`src/rtl/csa_slice_seq.sv`:
```
// csa_slice_seq: slice-serial add/subtract engine built around one 4-bit
// carry-select adder slice. Operands are captured on an in_valid/in_ready
// handshake, processed one nibble per cycle (LSB first) with the carry held
// in a register between cycles, and presented on an out_valid/out_ready
// handshake.
//
// Parameters:
//   WIDTH     operand/result width, multiple of 4 and >= 8
// Ports:
//   clk, rst            clock (rising edge), asynchronous active-high reset
//   in_valid/in_ready   operand handshake
//   a, b, cin, sub      operands; sub=1 computes a-b (cin ignored)
//   out_valid/out_ready result handshake
//   sum, cout, ovf      result, MSB carry-out (1 = no borrow on sub),
//                       two's-complement overflow
//   busy                engine not idle
module csa_slice_seq #(
    parameter int unsigned WIDTH = 16
) (
    input  logic             clk,
    input  logic             rst,
    input  logic             in_valid,
    output logic             in_ready,
    input  logic [WIDTH-1:0] a,
    input  logic [WIDTH-1:0] b,
    input  logic             cin,
    input  logic             sub,
    output logic             out_valid,
    input  logic             out_ready,
    output logic [WIDTH-1:0] sum,
    output logic             cout,
    output logic             ovf,
    output logic             busy
);

    localparam int unsigned NSLICE = WIDTH / 4;
    localparam int unsigned IDXW   = (NSLICE > 1) ? $clog2(NSLICE) : 1;
    localparam int unsigned MSB    = WIDTH - 1;

    typedef enum logic [1:0] {
        S_IDLE = 2'd0,
        S_RUN  = 2'd1,
        S_DONE = 2'd2
    } state_t;

    state_t            r_state;
    state_t            w_state_nxt;
    logic              w_accept;
    logic              w_last;

    logic [WIDTH-1:0]  r_a;
    logic [WIDTH-1:0]  r_b;
    logic              r_carry;
    logic [IDXW-1:0]   r_idx;
    logic [WIDTH-1:0]  r_sum;
    logic              r_cout;
    logic              r_ovf;
    logic              r_in_ready;
    logic              r_out_valid;
    logic              r_busy;

    logic [3:0]        w_a_nib;
    logic [3:0]        w_b_nib;
    logic [4:0]        w_s0;
    logic [4:0]        w_s1;
    logic [3:0]        w_slice_sum;
    logic              w_slice_co;

    assign w_last = (r_idx == IDXW'(NSLICE - 1));

    // Carry-select slice: both carry-in outcomes are formed, the registered
    // carry picks one.
    always_comb begin
        w_a_nib     = 4'(r_a >> (4 * r_idx));
        w_b_nib     = 4'(r_b >> (4 * r_idx));
        w_s0        = 5'(w_a_nib) + 5'(w_b_nib);
        w_s1        = 5'(w_a_nib) + 5'(w_b_nib) + 5'd1;
        w_slice_sum = r_carry ? w_s1[3:0] : w_s0[3:0];
        w_slice_co  = r_carry ? w_s1[4]   : w_s0[4];
    end

    // Next-state logic
    always_comb begin
        w_state_nxt = r_state;
        w_accept    = 1'b0;
        case (r_state)
            S_IDLE: begin
                if (in_valid) begin
                    w_accept    = 1'b1;
                    w_state_nxt = S_RUN;
                end
            end
            S_RUN: begin
                if (w_last) begin
                    w_state_nxt = S_DONE;
                end
            end
            S_DONE: begin
                if (out_ready) begin
                    w_state_nxt = S_IDLE;
                end
            end
            default: w_state_nxt = S_IDLE;
        endcase
    end

    // State register
    always_ff @(posedge clk or posedge rst) begin
        if (rst) begin
            r_state <= S_IDLE;
        end else begin
            r_state <= w_state_nxt;
        end
    end

    // Handshake/status flags registered from the next state
    always_ff @(posedge clk or posedge rst) begin
        if (rst) begin
            r_in_ready  <= 1'b1;
            r_out_valid <= 1'b0;
            r_busy      <= 1'b0;
        end else begin
            r_in_ready  <= (w_state_nxt == S_IDLE);
            r_out_valid <= (w_state_nxt == S_DONE);
            r_busy      <= (w_state_nxt != S_IDLE);
        end
    end

    // Operand capture and per-slice datapath
    always_ff @(posedge clk or posedge rst) begin
        if (rst) begin
            r_a     <= '0;
            r_b     <= '0;
            r_carry <= 1'b0;
            r_idx   <= '0;
            r_sum   <= '0;
            r_cout  <= 1'b0;
            r_ovf   <= 1'b0;
        end else begin
            if (w_accept) begin
                // Subtract as a + ~b + 1
                r_a     <= a;
                r_b     <= sub ? ~b : b;
                r_carry <= sub ? 1'b1 : cin;
                r_idx   <= '0;
                r_sum   <= '0;
            end else if (r_state == S_RUN) begin
                // sum was cleared on accept, so OR-in places each nibble
                r_sum   <= r_sum | (WIDTH'(w_slice_sum) << (4 * r_idx));
                r_carry <= w_slice_co;
                r_idx   <= r_idx + IDXW'(1);
                if (w_last) begin
                    r_cout <= w_slice_co;
                    r_ovf  <= (r_a[MSB] == r_b[MSB]) && (w_slice_sum[3] != r_a[MSB]);
                end
            end
        end
    end

    assign in_ready  = r_in_ready;
    assign out_valid = r_out_valid;
    assign busy      = r_busy;
    assign sum       = r_sum;
    assign cout      = r_cout;
    assign ovf       = r_ovf;

endmodule

```
`config.mk`:
```
export PLATFORM = sky130hd
export DESIGN_NAME = csa_slice_seq
export DESIGN_NICKNAME = d
export VERILOG_FILES = /design/src/rtl/csa_slice_seq.sv
export SDC_FILE = /design/constraint.sdc
export NUM_CORES = 1
export LEC_CHECK = 0
export ABC_AREA = 1
export ABC_CLOCK_PERIOD_IN_PS = 5300
export CORE_MARGIN = 3
export CORE_UTILIZATION = 45
export CTS_BUF_LIST = sky130_fd_sc_hd__clkbuf_4 sky130_fd_sc_hd__clkbuf_8
export DETAILED_ROUTE_END_ITERATION = 16
export PLACE_DENSITY_LB_ADDON = 0.1
export SYNTH_ARGS = -nofsm -noshare
export SYNTH_HDL_FRONTEND = slang
export SYNTH_SLANG_ARGS = --single-unit
```
`constraint.sdc`:
```
create_clock -name clk -period 5.3 [get_ports clk]
set_clock_uncertainty 0.2 [all_clocks]
set_input_delay 1.06 -clock clk [delete_from_list [all_inputs] [get_ports clk]]
set_output_delay 1.06 -clock clk [all_outputs]
set_load 0.02 [all_outputs]
```
**After elaboration in Yosys (flattened, before gate mapping)**

Index checks and enable logic that the tools add are counted.

- Register bits after elaboration: 58
- Input bits: 38
- Output and inout port bits: 21
- Logic and storage cells: 48

- Add/subtract/negate cells: 3
- Equality and inequality tests: 6
- Shift-type cells: 3
- Muxes and demuxes: 16
- Bitwise operators: 3
- Reductions and logical operators: 6

Operator list:

| kind | count |
|---|---|
| $mux W16 | 3 |
| $shr A16 B4 Y4 | 2 |
| $not A16 Y16 | 1 |
| $or A16 B16 Y16 | 1 |
| $shl A4 B4 Y16 | 1 |
| $mux W2 | 5 |
| $eq A2 B2 Y1 const B | 3 |
| $mux W1 | 6 |
| $pmux W2 S3 | 1 |
| $add A4 B4 Y5 | 1 |
| $add A5 B1 Y5 const B | 1 |
| $logic_not A2 Y1 | 2 |
| $mux W4 | 1 |
| $reduce_bool A2 Y1 | 2 |
| $reduce_and A3 Y1 | 1 |
| $add A2 B1 Y2 const B | 1 |
| $eq A2 B1 Y1 const B | 1 |
| $eq A1 B1 Y1 | 1 |
| $logic_and A1 B1 Y1 | 1 |
| $ne A1 B1 Y1 | 1 |
| $not A1 Y1 | 1 |

**Depth between registers and ports, before layout**

- Depth in word-level cells: 8
- Depth in mapped cells: 17
- Depth with buffers taken out: 16

**Worst setup path before layout**

Ideal clock, no wire load.

- Path type: flip-flop to flip-flop
- Start point: reg r_idx[0]
- End point: reg r_sum[9] (netlist: sum[9])
- Library setup time: 0.122 ns
- Data arrival time: 2.402 ns
- Data required time: 4.978 ns
- Path slack: 2.577 ns
- Stages on the path, launching flop included: 13
- Path buffers: 1
- Clock period less this slack: 2.723 ns
- Cells stage by stage: dfrtp_1 -> inv_1 -> buf_2 -> nor2_1 -> o22ai_1 -> ha_1 -> inv_1 -> fa_1 -> inv_1 -> ha_1 -> nand2_1 -> o21ai_0 -> a32o_1

- Longest elaborated chain between the ends: 8
- Elaborated cells between the ends (all ways): 9
- Those cells by class: add/sub: 2; shift: 3; mux: 3; bitwise: 1

RTL lines:

| element | line | text |
|---|---|---|
| start, declared | 54 | `logic [IDXW-1:0] r_idx;` |
| start signal, assigned | 151 | `r_idx <= r_idx + IDXW'(1);` |
| $shr A16 B4 Y4, on equally long branches | 74, 75 |  |
| $add A4 B4 Y5 | 76, 77 |  |
| $add A5 B1 Y5 | 77 | `w_s1 = 5'(w_a_nib) + 5'(w_b_nib) + 5'd1;` |
| $mux W4 | 78 | `w_slice_sum = r_carry ? w_s1[3:0] : w_s0[3:0];` |
| $shl A4 B4 Y16 (*) | 149 | `r_sum <= r_sum \| (WIDTH'(w_slice_sum) << (4 * r_idx));` |
| $or A16 B16 Y16 (*) | 149 |  |
| $mux W16 (*) | 147 | `end else if (r_state == S_RUN) begin` |
| $mux W16 (*) | 140 | `if (w_accept) begin` |
| end signal, assigned | 149 |  |
| end, declared | 55 | `logic [WIDTH-1:0] r_sum;` |

Mark *: on every way between the ends. The rest lies on a longest branch, timed or not. The select of a mux whose other input is x is not followed.
A chain may end at the register's enable or synchronous reset.

**Final worst setup path**

Same ends and word-level chain as after synthesis.

==> results.py <==
metrics = {
    "setup_path": {
        "crit-reg2reg-launch": "r_idx[0]$_DFFE_PP0P_",
        "r2r_setup_slack_ps": 1690,
        "worst-r2r-cell-count": 11,
        "crit_fanout": 24,
        "critical_path_required_ps": 5320,
        "cp_data_arrival_time_ps": 3620,
        "rr_endpoint": "sum[9]$_DFFE_PP0P_",
        "setup.worst_path.end_class": "flip-flop",
        "timing_worst_setup_path_type": "flip-flop to flip-flop",
        "worstSetupStartpointType": "flip-flop",
    },
    "logic_synthesis": {
        "synthesis.nets": 391,
        "ys.warnings.count": 0,
        "avgSynthCellArea_sq_um": 8.46,
        "yosysTopAreaCell": "sky130_fd_sc_hd__dfrtp_1",
        "post_synth_num_cell_types": 29,
        "postSynthCellCount": 346,
        "synth.yosys.seq_area_share_pct": 49.6,
        "post-synth-top-area-fraction_pct": 48.7,
        "synth-main-ff-cell": "sky130_fd_sc_hd__dfrtp_1",
        "asyncSetResetFlopFracSynth_pct": 100,
        "synth_area_leaders": "sky130_fd_sc_hd__dfrtp_1 49%, sky130_fd_sc_hd__nand2_1 15%, sky130_fd_sc_hd__o21ai_0 5.6%",
        "number_of_synthesized_flops_with_an_enable_pin": 0,
        "mappedNetlistArea_sq_um": 2930,
        "total_of_flip_flops_plus_latches_after_synthesis": 58,
    },
    "routing": {
        "drt_first_iter_violations": 47,
        "drt_wl_total_um": 6080,
        "drc": 0,
        "routed_wl_per_cell_um": 12.6,
        "num_vias": 2389,
        "drt_first_pass_iters": 5,
        "drtAntennaViolNets": 0,
        "avgViaCountPerCell": 4.96,
    },
    "clocking": {
        "ctsHoldBuffers": 0,
        "clock_latency_ps": 330,
        "cts.path.max_buffers": 2,
        "htreeDepth": 3,
        "cts-root-buf": "sky130_fd_sc_hd__clkbuf_8",
        "cts_made_buffers": 9,
        "tritoncts": "built",
        "postCtsSetupBuffers": 0,
        "clk_pin_slew_ps": 60,
        "cts_num_sinks": 58,
        "ctsResizeCount": 0,
    },
    "place": {
        "place.detailed.hpwl_um": 4490,
        "count_of_input_and_output_buffers": 58,
        "rd_place_congestion": 0.878,
        "detailed_place.area_sq_um": 3520,
    },
    "sta": {
        "worst-slew-pin-transition_ps": 939,
        "totalNegativeSetupSlack_ps": 0,
        "highest_clock_rate_mhz": 277,
        "post-route-min-period_ps": 3610,
        "final.period_utilization_pct": 68.0,
        "relSlewSlack_pct": 37.2,
        "timing.final.hold_violations": 0,
        "unrepaired_setup_endpoints_after_global_routing": "false",
        "timing.final.setup_violations": 0,
        "holdWs_ps": 278,
        "finalMaxSlewViolations": 0,
    },
    "cells_and_area": {
        "design_area_sq_um": 3710,
        "areaGrowthSynthToFinish_pct": 26.9,
        "sequential_cell_area_sq_um": 1450,
        "multiInputGateArea_sq_um": 1290,
        "drive_above_1_share_pct": 10.1,
        "final_nets": 447,
        "fillers": 575,
        "antenna_cells_inserted": 0,
    },
    "floorplan": {
        "die_area_sq_um": 7510,
        "die_outline_width_um": 86.6,
        "die-height_um": 86.6,
        "top_level_ports": 59,
        "standard_cell_core_area_sq_um": 6100,
        "initial_utilization_pct": 48.0,
        "placementRows": 28,
    },
    "pwr": {
        "total_leakage_power_nw": 1.77,
        "total_power_w": 0.00265,
        "vdd.ir_drop.worst_v": 0.000384,
        "power_density_nw_per_um2": 714,
    },
    "worst_hold_path": {
        "timing.hold.worst.class": "flip-flop to flip-flop",
        "min_delay_worst_endpoint": "r_b[7]$_DFFE_PP0P_",
        "timing.hold.worst_path_depth": 2,
        "min_from": "r_b[7]$_DFFE_PP0P_",
    },
    "grt": {
        "antenna_violations_before_repair": 0,
        "grt-busiest-layer": "met2",
        "grt.met3_usage_pct": 3.42,
        "grt_pass1_wl_um": 10400,
        "use_met2_pct": 28.2,
        "grt_pass1_vias": 2283,
        "met1_usage_pct": 23.0,
        "grt.total_usage_pct": 17.8,
        "grt_max_degree": 51,
        "grt_remaining_overflow": 0,
    },
    "status": {
        "status": "finished clean",
    },
    "job": {
        "cap_violations": 0,
    },
}
-- routing by layer --
layer	wire length, um	vias to the layer above	part of all wire (%)
met1	2800	1099	46
li1	-	1223	-
met4	104	0	1.7
met5	0	-	0
met3	281	11	4.6
met2	2900	56	48
-- logic make-up (layout without fill, tap and decap cells) --
kind of cell	Yosys count	after routing	share of synthesized area [%]
simple gates	165	165	24.0
compound gates	60	60	12.0
flops	58	58	49.6
buf+inv	40	101	6.33
xor+xnor	16	16	4.79
fa+ha+maj	7	7	3.25
-- layout by cell type, fill, tap and decap left out, types with 2 or more instances in the layout --
cell / n
sky130_fd_sc_hd__nand2_1: 118
sky130_fd_sc_hd__clkdlybuf4s50_1: 58
sky130_fd_sc_hd__dfrtp_1: 57
sky130_fd_sc_hd__o21ai_0: 33
sky130_fd_sc_hd__inv_1: 18
sky130_fd_sc_hd__nand3_1: 18
sky130_fd_sc_hd__nor2_1: 17
sky130_fd_sc_hd__xnor2_1: 16
sky130_fd_sc_hd__clkbuf_8: 12
sky130_fd_sc_hd__o21ai_1: 8
sky130_fd_sc_hd__inv_2: 7
sky130_fd_sc_hd__o22ai_1: 6
sky130_fd_sc_hd__ha_1: 6
sky130_fd_sc_hd__a21oi_1: 5
sky130_fd_sc_hd__nand3_2: 4
sky130_fd_sc_hd__nor2_4: 3
sky130_fd_sc_hd__or2_2: 2
sky130_fd_sc_hd__nand2_2: 2
sky130_fd_sc_hd__a32oi_2: 2
sky130_fd_sc_hd__o31ai_1: 2
sky130_fd_sc_hd__clkbuf_4: 2
sky130_fd_sc_hd__clkinv_2: 2
sky130_fd_sc_hd__buf_4: 2
-- worst max-delay path, stage by stage, from the launching register on --
cell,delay (ps)
sky130_fd_sc_hd__dfrtp_1,810
sky130_fd_sc_hd__inv_1,530
sky130_fd_sc_hd__o21ai_0,300
sky130_fd_sc_hd__o22ai_1,110
sky130_fd_sc_hd__ha_1,230
sky130_fd_sc_hd__inv_1,70
sky130_fd_sc_hd__fa_1,420
sky130_fd_sc_hd__inv_1,100
sky130_fd_sc_hd__ha_1,230
sky130_fd_sc_hd__nand2_1,50
sky130_fd_sc_hd__o21ai_0,140
sky130_fd_sc_hd__a32o_1,290
-- through the flow --
step	util [%]	std cells	setup slack, ps
floorplan	-	346	2580
global placement	57.8	466	1820
detailed placement	57.8	466	1720
CTS	60.9	482	1710
global route	60.9	482	1390
finish	60.9	482	1690
-- worst max-delay path by stage --
| stage | from | end | slack [ps] | depth (start not counted) |
|---|---|---|---|---|
| final | r_idx[0]$_DFFE_PP0P_ | sum[9]$_DFFE_PP0P_ | 1690 | 11 |
| after global routing | r_idx[0]$_DFFE_PP0P_ | sum[9]$_DFFE_PP0P_ | 1390 | 11 |
| after CTS | r_idx[0]$_DFFE_PP0P_ | sum[9]$_DFFE_PP0P_ | 1710 | 11 |
| after detailed placement | r_idx[0]$_DFFE_PP0P_ | sum[9]$_DFFE_PP0P_ | 1720 | 11 |
| after global placement | r_idx[0]$_DFFE_PP0P_ | sum[9]$_DFFE_PP0P_ | 1820 | 11 |
| after floorplan | r_idx[0]$_DFFE_PP0P_ | sum[9]$_DFFE_PP0P_ | 2580 | 12 |
-- power breakdown --
group	switching (W)	total (W)	internal, W
combinational	0.000900	0.00147	0.000573
clock	0.000159	0.000376	0.000217
sequential	0.000156	0.000805	0.000649
-- registers in the layout, indices dropped and copies added, names as in the netlist --
register / flops
busy: 1
cout: 1
in_ready: 1
out_valid: 1
ovf: 1
r_a: 16
r_b: 16
r_carry: 1
r_idx: 2
r_state: 2
sum: 16
-- synthesized netlist by cell type, drive strengths merged, types with 3 or more instances --
| library cell | n |
|---|---|
| nand2 | 120 |
| xnor2 | 16 |
| a21oi | 5 |
| buf | 13 |
| dfrtp | 57 |
| nor2 | 21 |
| o22ai | 6 |
| ha | 6 |
| o31ai | 3 |
| o21ai | 41 |
| nand3 | 22 |
| inv | 25 |
-- layout make-up --
| cell class | instances | area share [%] |
|---|---|---|
| sequential | 58 | 39.1 |
| multi-input combinational | 248 | 34.7 |
| timing repair buffer | 60 | 16.0 |
| clock buffer | 14 | 4.85 |
| inverter | 25 | 2.53 |
| tap | 75 | 2.53 |
| clock inverter | 2 | 0.269 |
No activity file was read; power rests on OpenSTA's default activity.
